$ cat src/rtl/pc_branch_sequencer_if.sv
// Bus between the branch-compare unit / fetch consumer and pc_branch_sequencer.
// Build option: BRANCH_STATS_EN adds the taken_count / stall_count statistics.
//   stall, br_valid, br_taken, br_target : driven by the master (pipeline side)
//   pc, pc_valid, flush, halted          : driven by the slave (sequencer)
//   taken_count, stall_count             : slave-driven statistics (BRANCH_STATS_EN only)
interface pc_branch_sequencer_if #(
    parameter int unsigned PC_W = 8
);
    logic            stall;
    logic            br_valid;
    logic            br_taken;
    logic [PC_W-1:0] br_target;
    logic [PC_W-1:0] pc;
    logic            pc_valid;
    logic            flush;
    logic            halted;
`ifdef BRANCH_STATS_EN
    logic [7:0]      taken_count;
    logic [7:0]      stall_count;

    modport master (
        output stall, br_valid, br_taken, br_target,
        input  pc, pc_valid, flush, halted, taken_count, stall_count
    );
    modport slave (
        input  stall, br_valid, br_taken, br_target,
        output pc, pc_valid, flush, halted, taken_count, stall_count
    );
`else
    modport master (
        output stall, br_valid, br_taken, br_target,
        input  pc, pc_valid, flush, halted
    );
    modport slave (
        input  stall, br_valid, br_taken, br_target,
        output pc, pc_valid, flush, halted
    );
`endif
endinterface

$ cat src/rtl/pc_branch_sequencer.sv
// Program counter sequencer: steps fetch addresses, redirects on taken
// branches with a fixed flush window, honours stalls, halts at the exit label.
// Build option: BRANCH_STATS_EN adds saturating taken/stall counters.
// Ports:
//   clk : system clock, rising edge
//   rst : asynchronous, active-high reset
//   bus : pc_branch_sequencer_if.slave (stall, br_valid, br_taken, br_target in;
//         pc, pc_valid, flush, halted [, taken_count, stall_count] out, all registered)
module pc_branch_sequencer #(
    parameter int unsigned PC_W         = 8,
    parameter int unsigned PC_STEP      = 4,
    parameter int unsigned RESET_PC     = 4,
    parameter int unsigned HALT_PC      = 128,
    parameter int unsigned FLUSH_CYCLES = 2
) (
    input  logic                  clk,
    input  logic                  rst,
    pc_branch_sequencer_if.slave  bus
);
    localparam int unsigned CNT_W = 3;

    typedef enum logic [1:0] {
        BOOT,
        FETCH,
        FLUSH,
        HALT
    } state_t;

    state_t          state;
    state_t          state_nxt;
    logic [PC_W-1:0] pc_q;
    logic [PC_W-1:0] pc_nxt;
    logic [PC_W-1:0] pc_inc;
    logic [CNT_W-1:0] cnt;
    logic [CNT_W-1:0] cnt_nxt;
    logic            take;
    logic            pc_valid_q;
    logic            flush_q;
    logic            halted_q;

    // Next-state / next-pc decode.
    always_comb begin
        state_nxt = state;
        pc_nxt    = pc_q;
        cnt_nxt   = cnt;
        pc_inc    = pc_q + PC_W'(PC_STEP);
        take      = bus.br_valid && bus.br_taken;
        case (state)
            BOOT: state_nxt = FETCH;
            FETCH: begin
                // A taken branch wins over a stall in the same cycle.
                if (take) begin
                    pc_nxt    = bus.br_target;
                    cnt_nxt   = CNT_W'(FLUSH_CYCLES - 1);
                    state_nxt = FLUSH;
                end else if (!bus.stall) begin
                    pc_nxt = pc_inc;
                    if (pc_inc == PC_W'(HALT_PC)) begin
                        state_nxt = HALT;
                    end
                end
            end
            FLUSH: begin
                if (cnt == CNT_W'(0)) begin
                    state_nxt = (pc_q == PC_W'(HALT_PC)) ? HALT : FETCH;
                end else begin
                    cnt_nxt = cnt - CNT_W'(1);
                end
            end
            HALT: state_nxt = HALT;
            default: state_nxt = BOOT;
        endcase
    end

    // State, pc and registered status decode (outputs follow the next state).
    always_ff @(posedge clk or posedge rst) begin
        if (rst) begin
            state      <= BOOT;
            pc_q       <= PC_W'(RESET_PC);
            cnt        <= '0;
            pc_valid_q <= 1'b0;
            flush_q    <= 1'b0;
            halted_q   <= 1'b0;
        end else begin
            state      <= state_nxt;
            pc_q       <= pc_nxt;
            cnt        <= cnt_nxt;
            pc_valid_q <= (state_nxt == FETCH);
            flush_q    <= (state_nxt == FLUSH);
            halted_q   <= (state_nxt == HALT);
        end
    end

    assign bus.pc       = pc_q;
    assign bus.pc_valid = pc_valid_q;
    assign bus.flush    = flush_q;
    assign bus.halted   = halted_q;

`ifdef BRANCH_STATS_EN
    logic [7:0] taken_q;
    logic [7:0] stall_q;

    // Saturating statistics, only FETCH cycles count; a stalled cycle that
    // also takes a branch is a branch, not a stall.
    always_ff @(posedge clk or posedge rst) begin
        if (rst) begin
            taken_q <= '0;
            stall_q <= '0;
        end else if (state == FETCH) begin
            if (take && taken_q != 8'hFF) begin
                taken_q <= taken_q + 8'd1;
            end
            if (!take && bus.stall && stall_q != 8'hFF) begin
                stall_q <= stall_q + 8'd1;
            end
        end
    end

    assign bus.taken_count = taken_q;
    assign bus.stall_count = stall_q;
`endif
endmodule
$ cat src/flat_wrapper.sv
// flat-port wrapper written by rule: the top's interface ports become plain ports
module pc_branch_sequencer_flat 
#(
    parameter int unsigned PC_W         = 8,
    parameter int unsigned PC_STEP      = 4,
    parameter int unsigned RESET_PC     = 4,
    parameter int unsigned HALT_PC      = 128,
    parameter int unsigned FLUSH_CYCLES = 2
)
  (clk, rst, bus_stall, bus_br_valid, bus_br_taken, bus_br_target, bus_pc, bus_pc_valid, bus_flush, bus_halted);
  pc_branch_sequencer_if #(.PC_W(PC_W)) bus_i ();
  input  logic clk;
  input  logic rst;
  input wire logic [$bits(bus_i.stall)-1:0] bus_stall;
  input wire logic [$bits(bus_i.br_valid)-1:0] bus_br_valid;
  input wire logic [$bits(bus_i.br_taken)-1:0] bus_br_taken;
  input wire logic [$bits(bus_i.br_target)-1:0] bus_br_target;
  output wire logic [$bits(bus_i.pc)-1:0] bus_pc;
  output wire logic [$bits(bus_i.pc_valid)-1:0] bus_pc_valid;
  output wire logic [$bits(bus_i.flush)-1:0] bus_flush;
  output wire logic [$bits(bus_i.halted)-1:0] bus_halted;
  assign bus_i.stall = bus_stall;
  assign bus_i.br_valid = bus_br_valid;
  assign bus_i.br_taken = bus_br_taken;
  assign bus_i.br_target = bus_br_target;
  assign bus_pc = bus_i.pc;
  assign bus_pc_valid = bus_i.pc_valid;
  assign bus_flush = bus_i.flush;
  assign bus_halted = bus_i.halted;
  pc_branch_sequencer #(.PC_W(PC_W), .PC_STEP(PC_STEP), .RESET_PC(RESET_PC), .HALT_PC(HALT_PC), .FLUSH_CYCLES(FLUSH_CYCLES)) u_core (.clk(clk), .rst(rst), .bus(bus_i));
endmodule
$ cat config.mk
export PLATFORM = sky130hd
export DESIGN_NAME = pc_branch_sequencer_flat
export DESIGN_NICKNAME = d
export VERILOG_FILES = /design/src/rtl/pc_branch_sequencer_if.sv /design/src/rtl/pc_branch_sequencer.sv /design/src/flat_wrapper.sv
export SDC_FILE = /design/constraint.sdc
export NUM_CORES = 1
export LEC_CHECK = 0
export BUFFER_PORTS_ARGS = -buffer_cell sky130_fd_sc_hd__buf_2
export CELL_PAD_IN_SITES_DETAIL_PLACEMENT = 1
export CELL_PAD_IN_SITES_GLOBAL_PLACEMENT = 1
export CORE_MARGIN = 5
export CORE_UTILIZATION = 42
export DETAILED_ROUTE_END_ITERATION = 8
export GPL_ROUTABILITY_DRIVEN = 0
export PLACE_DENSITY = 0.8
export RECOVER_POWER = 100
export SYNTH_ARGS = -nofsm -noshare
export SYNTH_HDL_FRONTEND = slang
export SYNTH_SLANG_ARGS = --single-unit
$ cat constraint.sdc
create_clock -name clk -period 4.7 [get_ports clk]
set_input_delay 0.235 -clock clk [delete_from_list [all_inputs] [get_ports clk]]
set_output_delay 0.235 -clock clk [all_outputs]
set_load 0.02 [all_outputs]
==> impl_metrics.toml, run 1 <==
[cts]
cts_buffers = 3
clkSinkCount = 16
cts-root-buf = "clkbuf_4"
clkTransAtPathRegs_ps = 100
post_cts_buffers = 0
htree_levels = 1
cts_tree = "done"
clock_path_buffers = 2
clk_latency_ps = 290
cts_resized = 0
hold_buffers = 0

[worst_setup_path]
worst-r2r-setup-slack_ps = 2140
worstReg2RegStart = "u_core.bus.pc[2]"
endpoint = "u_core.bus.flush"
cp.required_ps = 4890
crit_start = "u_core.bus.pc[2]"
rr_endpoint = "u_core.bus.flush"
crit_path_end_kind = "flip-flop"
path_class = "reg2reg"
cp_max_fo = 7
reg2reg_depth = 6
crit_arrival_ps = 2750
cp-start-kind = "flip-flop"

[final_layout]
ff_latch_area_um2 = 402
nFillCells = 302
multi_input_area_um2 = 539
drive_above_1_share_pct = 16.7
diodes = 0
nNetsFinal = 155
area_growth_pct = 11.4
final_util_pct = 47.5

[flow_run]
cap_violations = 0

[grt]
gr-total-overflow = 0
grt_pass1_wl_mm = 4.60
grt_max_degree = 17
grt_usage_pct = 17.0
grt_pass1_vias = 1039
antenna_found_initial = 0

[detailed_routing]
met3_length_um = 124
firstDrtPassIters = 4
routedWlPerCell_um = 16.5
antenna_left = 0
top_layer = "met4"
routed_via_density = 5.57
drtIter0Drc = 28
totalWireLength_mm = 2.67
num_vias = 902
met1_length_mm = 1.14
wl_met2_mm = 1.38
drc = 0

[power_and_ir_drop]
p_total_w = 0.000747
leakage_nw = 0.515
ir_drop_mv = 0.390
power_density_mw_per_mm2 = 652

[yosys]
yosysWarnings = 0
ys_ff_latch = 16
synth_area_mm2 = 0.00103
synthDistinctLibCells = 33
netlist.area_leader.share_pct = 36.5
synth_nets = 130
synthTopCellsByArea = "dfrtp_1 37%, ha_1 11%, a21oi_1 5.4%"
synth_seq_area_share_pct = 39.1
synth_cells = 108
yosys.area.top_type = "dfrtp_1"
avgSynthCellArea_um2 = 9.51

[floorplan]
start_util_pct = 42.6
dieArea_mm2 = 0.00353
chipWidth_um = 59.5
num_rows = 18
dieHeight_um = 59.5
io_pins = 24
core_mm2 = 0.00241

[timing]
worstMarginPinSlew_ps = 937
fmax_mhz = 391
fin_crit_ps = 2560
setup_violations = 0
slew_violations = 0
fin_skew_ps = 3.78
maxSlewHeadroom_pct = 35.9
hold_violations = 0
setup_tns_ps = 0
rsz0062_at_grt = "no"
finalCritPeriodShare_pct = 54.5

[worst_hold_path]
min_path_type = "in2async"

[placed_design]
io_buffers = 23
dpl.hpwl_mm = 2.09

[outcome]
status = "finished clean"
final cells by class:
cell class	instances	area share, %
sequential	16	35.1
clock buffer	4	2.30
multi-input combinational	79	47.1
timing repair buffer	23	8.96
inverter	10	3.28
tap	30	3.28
placed cells by master, fill, tap and decap left out, types with 6 or more instances in the layout:
master and instances:
a21oi_1 11, buf_2 13, clkbuf_1 11, dfrtp_1 15, ha_1 9, inv_1 10, nand2_1 11, nor2_1 6
o22ai_1 6
flip-flops by register name, indices dropped and copies added, names as in the netlist:
| register | cells |
|---|---|
| u_core.bus.pc_valid | 1 |
| u_core.cnt | 3 |
| u_core.bus.halted | 1 |
| u_core.bus.flush | 1 |
| u_core.state | 2 |
| u_core.bus.pc | 8 |
where the power goes:
| group | internal (W) | switching (W) | total, W |
|---|---|---|---|
| Combinational | 0.000148 | 0.000257 | 0.000405 |
| Sequential | 0.000196 | 0.0000680 | 0.000264 |
| Clock | 0.0000330 | 0.0000457 | 0.0000787 |
| Total | 0.000377 | 0.000370 | 0.000747 |
per-stage QoR:
step                      worst slack [ps]  hold WS [ps]  area [um^2]  instances
final                                 2140          22.5         1140        162
after global routing                  1900          65.0         1140        162
after CTS                             2620          39.4         1180        162
after detailed placement              2640           362         1150        158
after global placement                2710           355         1150        158
after floorplan                       2700           148         1030        108
worst min path at each step:
stage | startpoint | to | slack [ps] | depth (start not counted)
finish | rst | u_core.bus.pc[3] | 20 | 2
global route | rst | u_core.bus.pc[5] | 60 | 2
CTS | rst | u_core.bus.pc[5] | 40 | 2
detailed placement | rst | u_core.bus.pc[5] | 360 | 2
global placement | rst | u_core.bus.pc[4] | 360 | 2
floorplan | rst | u_core.bus.flush | 150 | 1
layer usage:
metal / global-route usage (%) / up-vias
met3: 2.83 / 4
met2: 29.3 / 20
met5: 0 / -
li1: - / 427
met4: 9.06 / 0
met1: 19.9 / 451
worst max-delay path, stage by stage, from the launching register on:
cell and delay (ps):
dfstp_1 650, ha_1 270, nand3_1 110, xnor2_1 160, a2111oi_0 790, o211ai_1 230
and3_1 240
kinds of logic after synthesis:
| family | count (synthesis) | synth area share [%] |
|---|---|---|
| fa+ha+maj | 9 | 11.0 |
| compound gates | 30 | 20.7 |
| simple gates | 35 | 17.9 |
| xor+xnor | 3 | 2.56 |
| flops | 16 | 39.1 |
| mux | 2 | 2.19 |
| buf+inv | 13 | 6.58 |
cells in the mapped netlist:
master and count:
a21oi_2 1, a22o_1 1, xnor2_1 3, nor2_1 6, o211ai_1 1, nand3b_1 1, nor3_1 2, nor4b_1 2
or3_1 1, ha_1 9, a2111oi_4 1, o31ai_1 1, o21a_4 1, nand3_1 4, o22ai_1 6, a311oi_1 1
buf_6 2, or4_1 1, a21o_2 1, dfrtp_1 15, and3b_1 1, o21ai_0 4, mux2_2 2, or4_4 1
buf_4 1, nand2_1 11, a21boi_0 1, and3_1 1, inv_1 10, and2_1 2, dfstp_2 1, nand2b_1 2
a21oi_1 11
Power figures use the tool's default switching activity.
==> inputs of run 2 (changes only) <==
--- a/config.mk
+++ b/config.mk
@@ -5,14 +5,15 @@
 export SDC_FILE = /design/constraint.sdc
 export NUM_CORES = 1
 export LEC_CHECK = 0
+export ABC_AREA = 1
 export BUFFER_PORTS_ARGS = -buffer_cell sky130_fd_sc_hd__buf_2
 export CELL_PAD_IN_SITES_DETAIL_PLACEMENT = 1
 export CELL_PAD_IN_SITES_GLOBAL_PLACEMENT = 1
 export CORE_MARGIN = 5
-export CORE_UTILIZATION = 42
+export CORE_UTILIZATION = 37
 export DETAILED_ROUTE_END_ITERATION = 8
 export GPL_ROUTABILITY_DRIVEN = 0
-export PLACE_DENSITY = 0.8
+export PLACE_DENSITY = 0.75
 export RECOVER_POWER = 100
 export SYNTH_ARGS = -nofsm -noshare
 export SYNTH_HDL_FRONTEND = slang
==> constraint.sdc (replaced) <==
create_clock -name clk -period 2.5 [get_ports clk]
set_input_delay 0.125 -clock clk [delete_from_list [all_inputs] [get_ports clk]]
set_output_delay 0.125 -clock clk [all_outputs]
set_load 0.02 [all_outputs]
==> run 2 against run 1 <==
Compared with the run above:
- sequential power rose by 90%
- sequential share of layout area shrank 1.2 points
- critical path depth is 5 higher
- wire length fell by 3.9%
- synthesized area down 1.7%
==> impl_metrics.toml, run 2 <==
[cts]
clk_latency_ps = 290
post_cts_buffers = 0
cts_buffers = 3
hold_buffers = 1
cts-root-buf = "clkbuf_4"
clkTransAtPathRegs_ps = 100
htree_levels = 1
clock_path_buffers = 2
clkSinkCount = 16
cts_tree = "done"
cts_resized = 0

[timing]
fin_crit_ps = 1890
finalCritPeriodShare_pct = 75.6
worstMarginPinSlew_ps = 623
maxSlewHeadroom_pct = 58.4
setup_violations = 0
fin_skew_ps = 0.859
fmax_mhz = 529
setup_tns_ps = 0
rsz0062_at_grt = "no"
hold_violations = 0
slew_violations = 0

[worst_setup_path]
path_class = "reg2reg"
crit_arrival_ps = 2120
max_stage_delay_ps = 660
cp.required_ps = 2730
worstReg2RegStart = "u_core.bus.pc[2]"
worst-r2r-setup-slack_ps = 610
crit_chain = "ha_1, nand2_1, nand2_1, nand2_1, nor2_1, nand3_2, nand2_1, nand2_1, nand2_1, nand2_1, nor2_1"
crit_slowest_cell = "dfstp_1"
reg2reg_depth = 11
rr_endpoint = "u_core.bus.halted"
cpLargestDelayFamily = "simple AND/OR/NAND/NOR gates"
critical_path_buf_inv_count = 0
cp-start-kind = "flip-flop"
cp_max_fo = 8
cpMostUsedCell = "nand2_1"
crit_path_end_kind = "flip-flop"

[yosys]
synthXorXnorAreaFrac_pct = 0.867
synth_edf_count = 0
yosys.area.top_type = "dfrtp_1"
yosys.area_share.adder_pct = 11.2
ys_ff_latch = 16
synth_area_mm2 = 0.00101
synth_compound_area_share_pct = 14.5
synthTopCellsByArea = "dfrtp_1 37%, ha_1 11%, nand2_1 10%"
avgSynthCellArea_um2 = 7.59
yosysWarnings = 0
synth.most_common_cell = "nand2_1"
netlist.area_leader.share_pct = 37.2
async_flop_share_pct = 100
synth_nets = 155
muxShareOfSynthArea_pct = 0
synth_ff_type = "dfrtp_1"
synth-simple-area-share_pct = 23.9
synth_top_family_by_area = "simple AND/OR/NAND/NOR gates"
synthDistinctLibCells = 22
synth_seq_area_share_pct = 39.8
synth_cells = 133
yosys-top-cells-count = "27 x nand2_1, 24 x inv_1, 15 x dfrtp_1"

[final_layout]
final_area_mm2 = 0.00119
diodes = 0
final_cell_mix = "29 x nand2_1, 24 x inv_1, 15 x nor2_1, 15 x dfrtp_1, 13 x buf_2"
area_growth_pct = 17.5
final_common_cell = "nand2_1"
nFillCells = 370
nNetsFinal = 184
largest_reg_flops = 8
drive_above_1_share_pct = 12.4
final_util_pct = 44.2

[detailed_routing]
drc = 0
firstDrtPassIters = 4
num_vias = 942
drtIter0Drc = 34
antenna_left = 0
totalWireLength_mm = 2.57
routed_via_density = 4.91
routedWlPerCell_um = 13.4

[floorplan]
io_pins = 24
dieArea_mm2 = 0.00387
start_util_pct = 37.6
num_rows = 19
chipWidth_um = 62.2
dieHeight_um = 62.2
core_mm2 = 0.00269

[worst_hold_path]
holdPathStages = 3
min_path_type = "in2reg"
min_from = "bus_br_target[1]"
hold_end = "u_core.bus.pc[1]"

[grt]
grt_usage_pct = 14.3
grt_pass1_vias = 990
grt_pass1_wl_mm = 4.51
antenna_found_initial = 0
gr-total-overflow = 0
grt_max_degree = 17

[placed_design]
placed_area_mm2 = 0.00117
dpl.hpwl_mm = 2.08
io_buffers = 23

[power_and_ir_drop]
leakage_nw = 0.618
power_density_mw_per_mm2 = 1250
ir_drop_mv = 0.659
p_total_w = 0.00148

[outcome]
status = "finished clean"

[flow_run]
cap_violations = 0
-- run 2: report_power, final --
part	internal (W)	total, W	switching (W)	leakage (nW)
Sequential	0.000383	0.000501	0.000118	0.194
Combinational	0.000261	0.000802	0.000541	0.403
Clock	0.0000887	0.000179	0.0000903	0.0210
Total	0.000733	0.00148	0.000749	0.618
-- run 2: area by class of cell --
| class | count | area, um^2 | share of cell area (%) |
|---|---|---|---|
| well taps | 31 | 38.8 | 3.27 |
| repair buffers | 25 | 116 | 9.81 |
| inverters | 25 | 93.8 | 7.91 |
| flip-flops and latches | 16 | 402 | 33.9 |
| multi-input cells | 91 | 499 | 42.1 |
| clock buffers | 4 | 36.3 | 3.06 |
-- run 2: worst max path at each step --
| stage | startpoint | to | slack [ps] | depth (start not counted) |
|---|---|---|---|---|
| 2_1_floorplan | u_core.bus.pc[2] | u_core.bus.flush | 950 | 11 |
| 3_3_place_gp | u_core.bus.pc[2] | u_core.bus.halted | 800 | 11 |
| 3_5_place_dp | u_core.bus.pc[2] | u_core.bus.halted | 770 | 11 |
| 4_1_cts | u_core.bus.pc[2] | u_core.bus.halted | 730 | 11 |
| 5_1_grt | u_core.bus.pc[2] | u_core.bus.halted | 390 | 11 |
| 6_report | u_core.bus.pc[2] | u_core.bus.halted | 610 | 11 |
-- run 2: tightest hold or removal path: stages --
cell and delay, ps:
buf_2 80, nor2_1 40, a21oi_1 100
-- run 2: kinds of logic (layout without fill, tap and decap cells) --
kind of cell             after synthesis  in the layout
AND/OR/NAND/NOR                       55             55
buffers and inverters                 26             54
flip-flops                            16             16
AO/OA/AOI/OAI                         26             26
XOR/XNOR                               1              1
adder cells (fa/ha/maj)                9              9
-- run 2: routing by layer --
metal,global-route usage (%),wire length [um],vias to the layer above
met5,0,0,-
li1,-,-,478
met1,17.3,1120,440
met2,23.4,1260,20
met4,7.32,53,0
met3,3.42,130,4
-- run 2: through the flow --
step	setup WS, ps	hold WS, ps	cells
2_1_floorplan	946	38.0	133
3_3_place_gp	797	229	187
3_5_place_dp	771	253	187
4_1_cts	732	73.5	192
5_1_grt	395	92.5	192
6_report	609	79.6	192
==> inputs of run 3 (changes only) <==
--- a/config.mk
+++ b/config.mk
@@ -10,10 +10,10 @@
 export CELL_PAD_IN_SITES_DETAIL_PLACEMENT = 1
 export CELL_PAD_IN_SITES_GLOBAL_PLACEMENT = 1
 export CORE_MARGIN = 5
-export CORE_UTILIZATION = 37
+export CORE_UTILIZATION = 34
 export DETAILED_ROUTE_END_ITERATION = 8
 export GPL_ROUTABILITY_DRIVEN = 0
-export PLACE_DENSITY = 0.75
+export PLACE_DENSITY = 0.72
 export RECOVER_POWER = 100
 export SYNTH_ARGS = -nofsm -noshare
 export SYNTH_HDL_FRONTEND = slang
==> constraint.sdc (replaced) <==
create_clock -name clk -period 1.65 [get_ports clk]
set_input_delay 0.0825 -clock clk [delete_from_list [all_inputs] [get_ports clk]]
set_output_delay 0.0825 -clock clk [all_outputs]
set_load 0.02 [all_outputs]
==> run 3 against run 2 <==
Compared with the run above:
- wire length is 2.8% higher
- clock power is 25% higher
- first-iteration DRC count is 5.9% higher
- clock-buffer cell count stayed put
- critical path depth stayed put
- utilization is 0.63 points higher
- critical endpoint unchanged
==> impl_metrics.toml, run 3 (same netlist as run 2, synthesis figures left out) <==
[detailed_routing]
num_vias = 967
routedWlPerCell_um = 13.5
totalWireLength_mm = 2.64
drc = 0
drtIter0Drc = 36
routed_via_density = 4.93
antenna_left = 0
firstDrtPassIters = 4

[timing]
layout_setup_ws_ps = 47.1
slew_violations = 0
fin_skew_ps = 6.30
finalCritPeriodShare_pct = 97.1
setup_violations = 0
worstMarginPinSlew_ps = 625
setup_tns_ps = 0
maxSlewHeadroom_pct = 58.3
hold_violations = 0
rsz0062_at_grt = "yes"
fmax_mhz = 624
fin_crit_ps = 1600

[worst_setup_path]
cp-start-kind = "flip-flop"
worstReg2RegStart = "u_core.bus.pc[2]"
worst-r2r-setup-slack_ps = 50
cp_max_fo = 5
rr_endpoint = "u_core.bus.halted"
reg2reg_depth = 11
crit_path_end_kind = "flip-flop"
path_class = "reg2reg"
crit_arrival_ps = 1830
cp.required_ps = 1880

[grt]
gr-total-overflow = 0
grt_usage_pct = 13.7
grt_pass1_wl_mm = 4.51
antenna_found_initial = 0
grt_max_degree = 17
grt_pass1_vias = 998

[placed_design]
pre_cts_slack_ps = 17.0
dpl.hpwl_mm = 2.05
dpl.cell_count = 189
io_buffers = 23

[floorplan]
io_pins = 24
chipWidth_um = 64.5
num_rows = 19
dieArea_mm2 = 0.00416
start_util_pct = 36.0
core_mm2 = 0.00281
dieHeight_um = 64.5

[cts]
clk_latency_ps = 290
cts-root-buf = "clkbuf_4"
clkTransAtPathRegs_ps = 90
clkSinkCount = 16
htree_levels = 1
cts_tree = "done"
clock_path_buffers = 2
cts_buffers = 3

[final_layout]
diodes = 0
nNetsFinal = 188
final_common_cell = "nand2_1"
drive_above_1_share_pct = 22.4
area_growth_pct = 24.4
layoutNonFillerInstCount = 196
final_util_pct = 44.8
largest_reg_flops = 8
final_cell_mix = "27 x nand2_1, 24 x inv_1, 15 x dfrtp_1, 14 x buf_2"

[power_and_ir_drop]
combPwrFrac_pct = 59.2
leakage_nw = 0.642
switching_share_pct = 50.6
p_switching_w = 0.00122
p_seq_share_pct = 31.6
power_density_mw_per_mm2 = 1920
internal-power_w = 0.00119
ir_drop_mv = 0.670
clkPwrFrac_pct = 9.2
p_total_w = 0.00241

[flow_run]
cap_violations = 0

[worst_hold_path]
min_path_type = "in2reg"
min_from = "bus_br_target[3]"
hold_end = "u_core.bus.pc[3]"
holdPathStages = 3

[outcome]
status = "finished clean"
## run 3: changes by cell type in the layout (fill, tap and decap cells not counted), moves of 2 or more
| cell | before | now |
|---|---|---|
| ha_1 | 9 | 7 |
| nand2_1 | 29 | 27 |
| a21oi_2 | 0 | 2 |
| buf_4 | 0 | 5 |
| a21oi_1 | 7 | 5 |
| nor2_1 | 15 | 10 |
| nor2_2 | 0 | 5 |
## run 3: power groups by stage
stage          clock network [W]  registers, W  logic, W
3_3_place_gp                   0      0.000749   0.00130
5_1_grt                 0.000252      0.000793   0.00162
4_1_cts                 0.000228      0.000746   0.00140
6_report                0.000223      0.000760   0.00142
3_5_place_dp                   0      0.000760   0.00135
2_1_floorplan                  0      0.000895  0.000770
## run 3: layer usage
layer  vias to the layer above  part of all wire, %  track usage, %
met1                       461                   46            17.5
li1                        488                    -               -
met2                        14                   49            22.6
met5                         -                    0               0
met4                         0                  1.3            5.54
met3                         4                  3.3            2.94
## run 3: worst max path at each step
stage                                 from                 to
after detailed placement  u_core.bus.pc[2]  u_core.bus.halted
after floorplan           u_core.bus.pc[2]   u_core.bus.flush
after global placement    u_core.bus.pc[2]   u_core.bus.flush
final                     u_core.bus.pc[2]  u_core.bus.halted
after CTS                 u_core.bus.pc[2]   u_core.bus.flush
after global routing      u_core.bus.pc[2]   u_core.bus.flush
## run 3: cell type report
class | count | area [um^2]
inverters | 25 | 93.8
fillers | 373 | 1550
well taps | 31 | 38.8
repair buffers | 29 | 151
flip-flops and latches | 16 | 402
clock buffers | 4 | 26.3
multi-input cells | 91 | 544
## run 3: what timing repair did
item                                    CTS  global route
buffers inserted                          2             0
pin swaps                                 0             3
endpoints found under the setup margin    2             6
gates resized for setup                   0             9
endpoints found under the hold margin    15             0
hold buffers                              1             0
## run 3: worst max-delay path, cell delays in order, from the launching register on
cell	delay, ps
dfstp_2	610
ha_2	180
nand2_1	50
nor2_1	110
nand2_1	80
nor2_2	90
nand3_2	70
nand2_1	60
nand2_1	50
nand2_2	90
nand2_4	60
nor2_2	70
## run 3: metrics by stage
stage	hold WS, ps	instance area, um^2
2_1_floorplan	-4.48	1010
3_3_place_gp	190	1180
3_5_place_dp	203	1180
4_1_cts	47.5	1230
5_1_grt	44.2	1260
6_report	49.8	1260
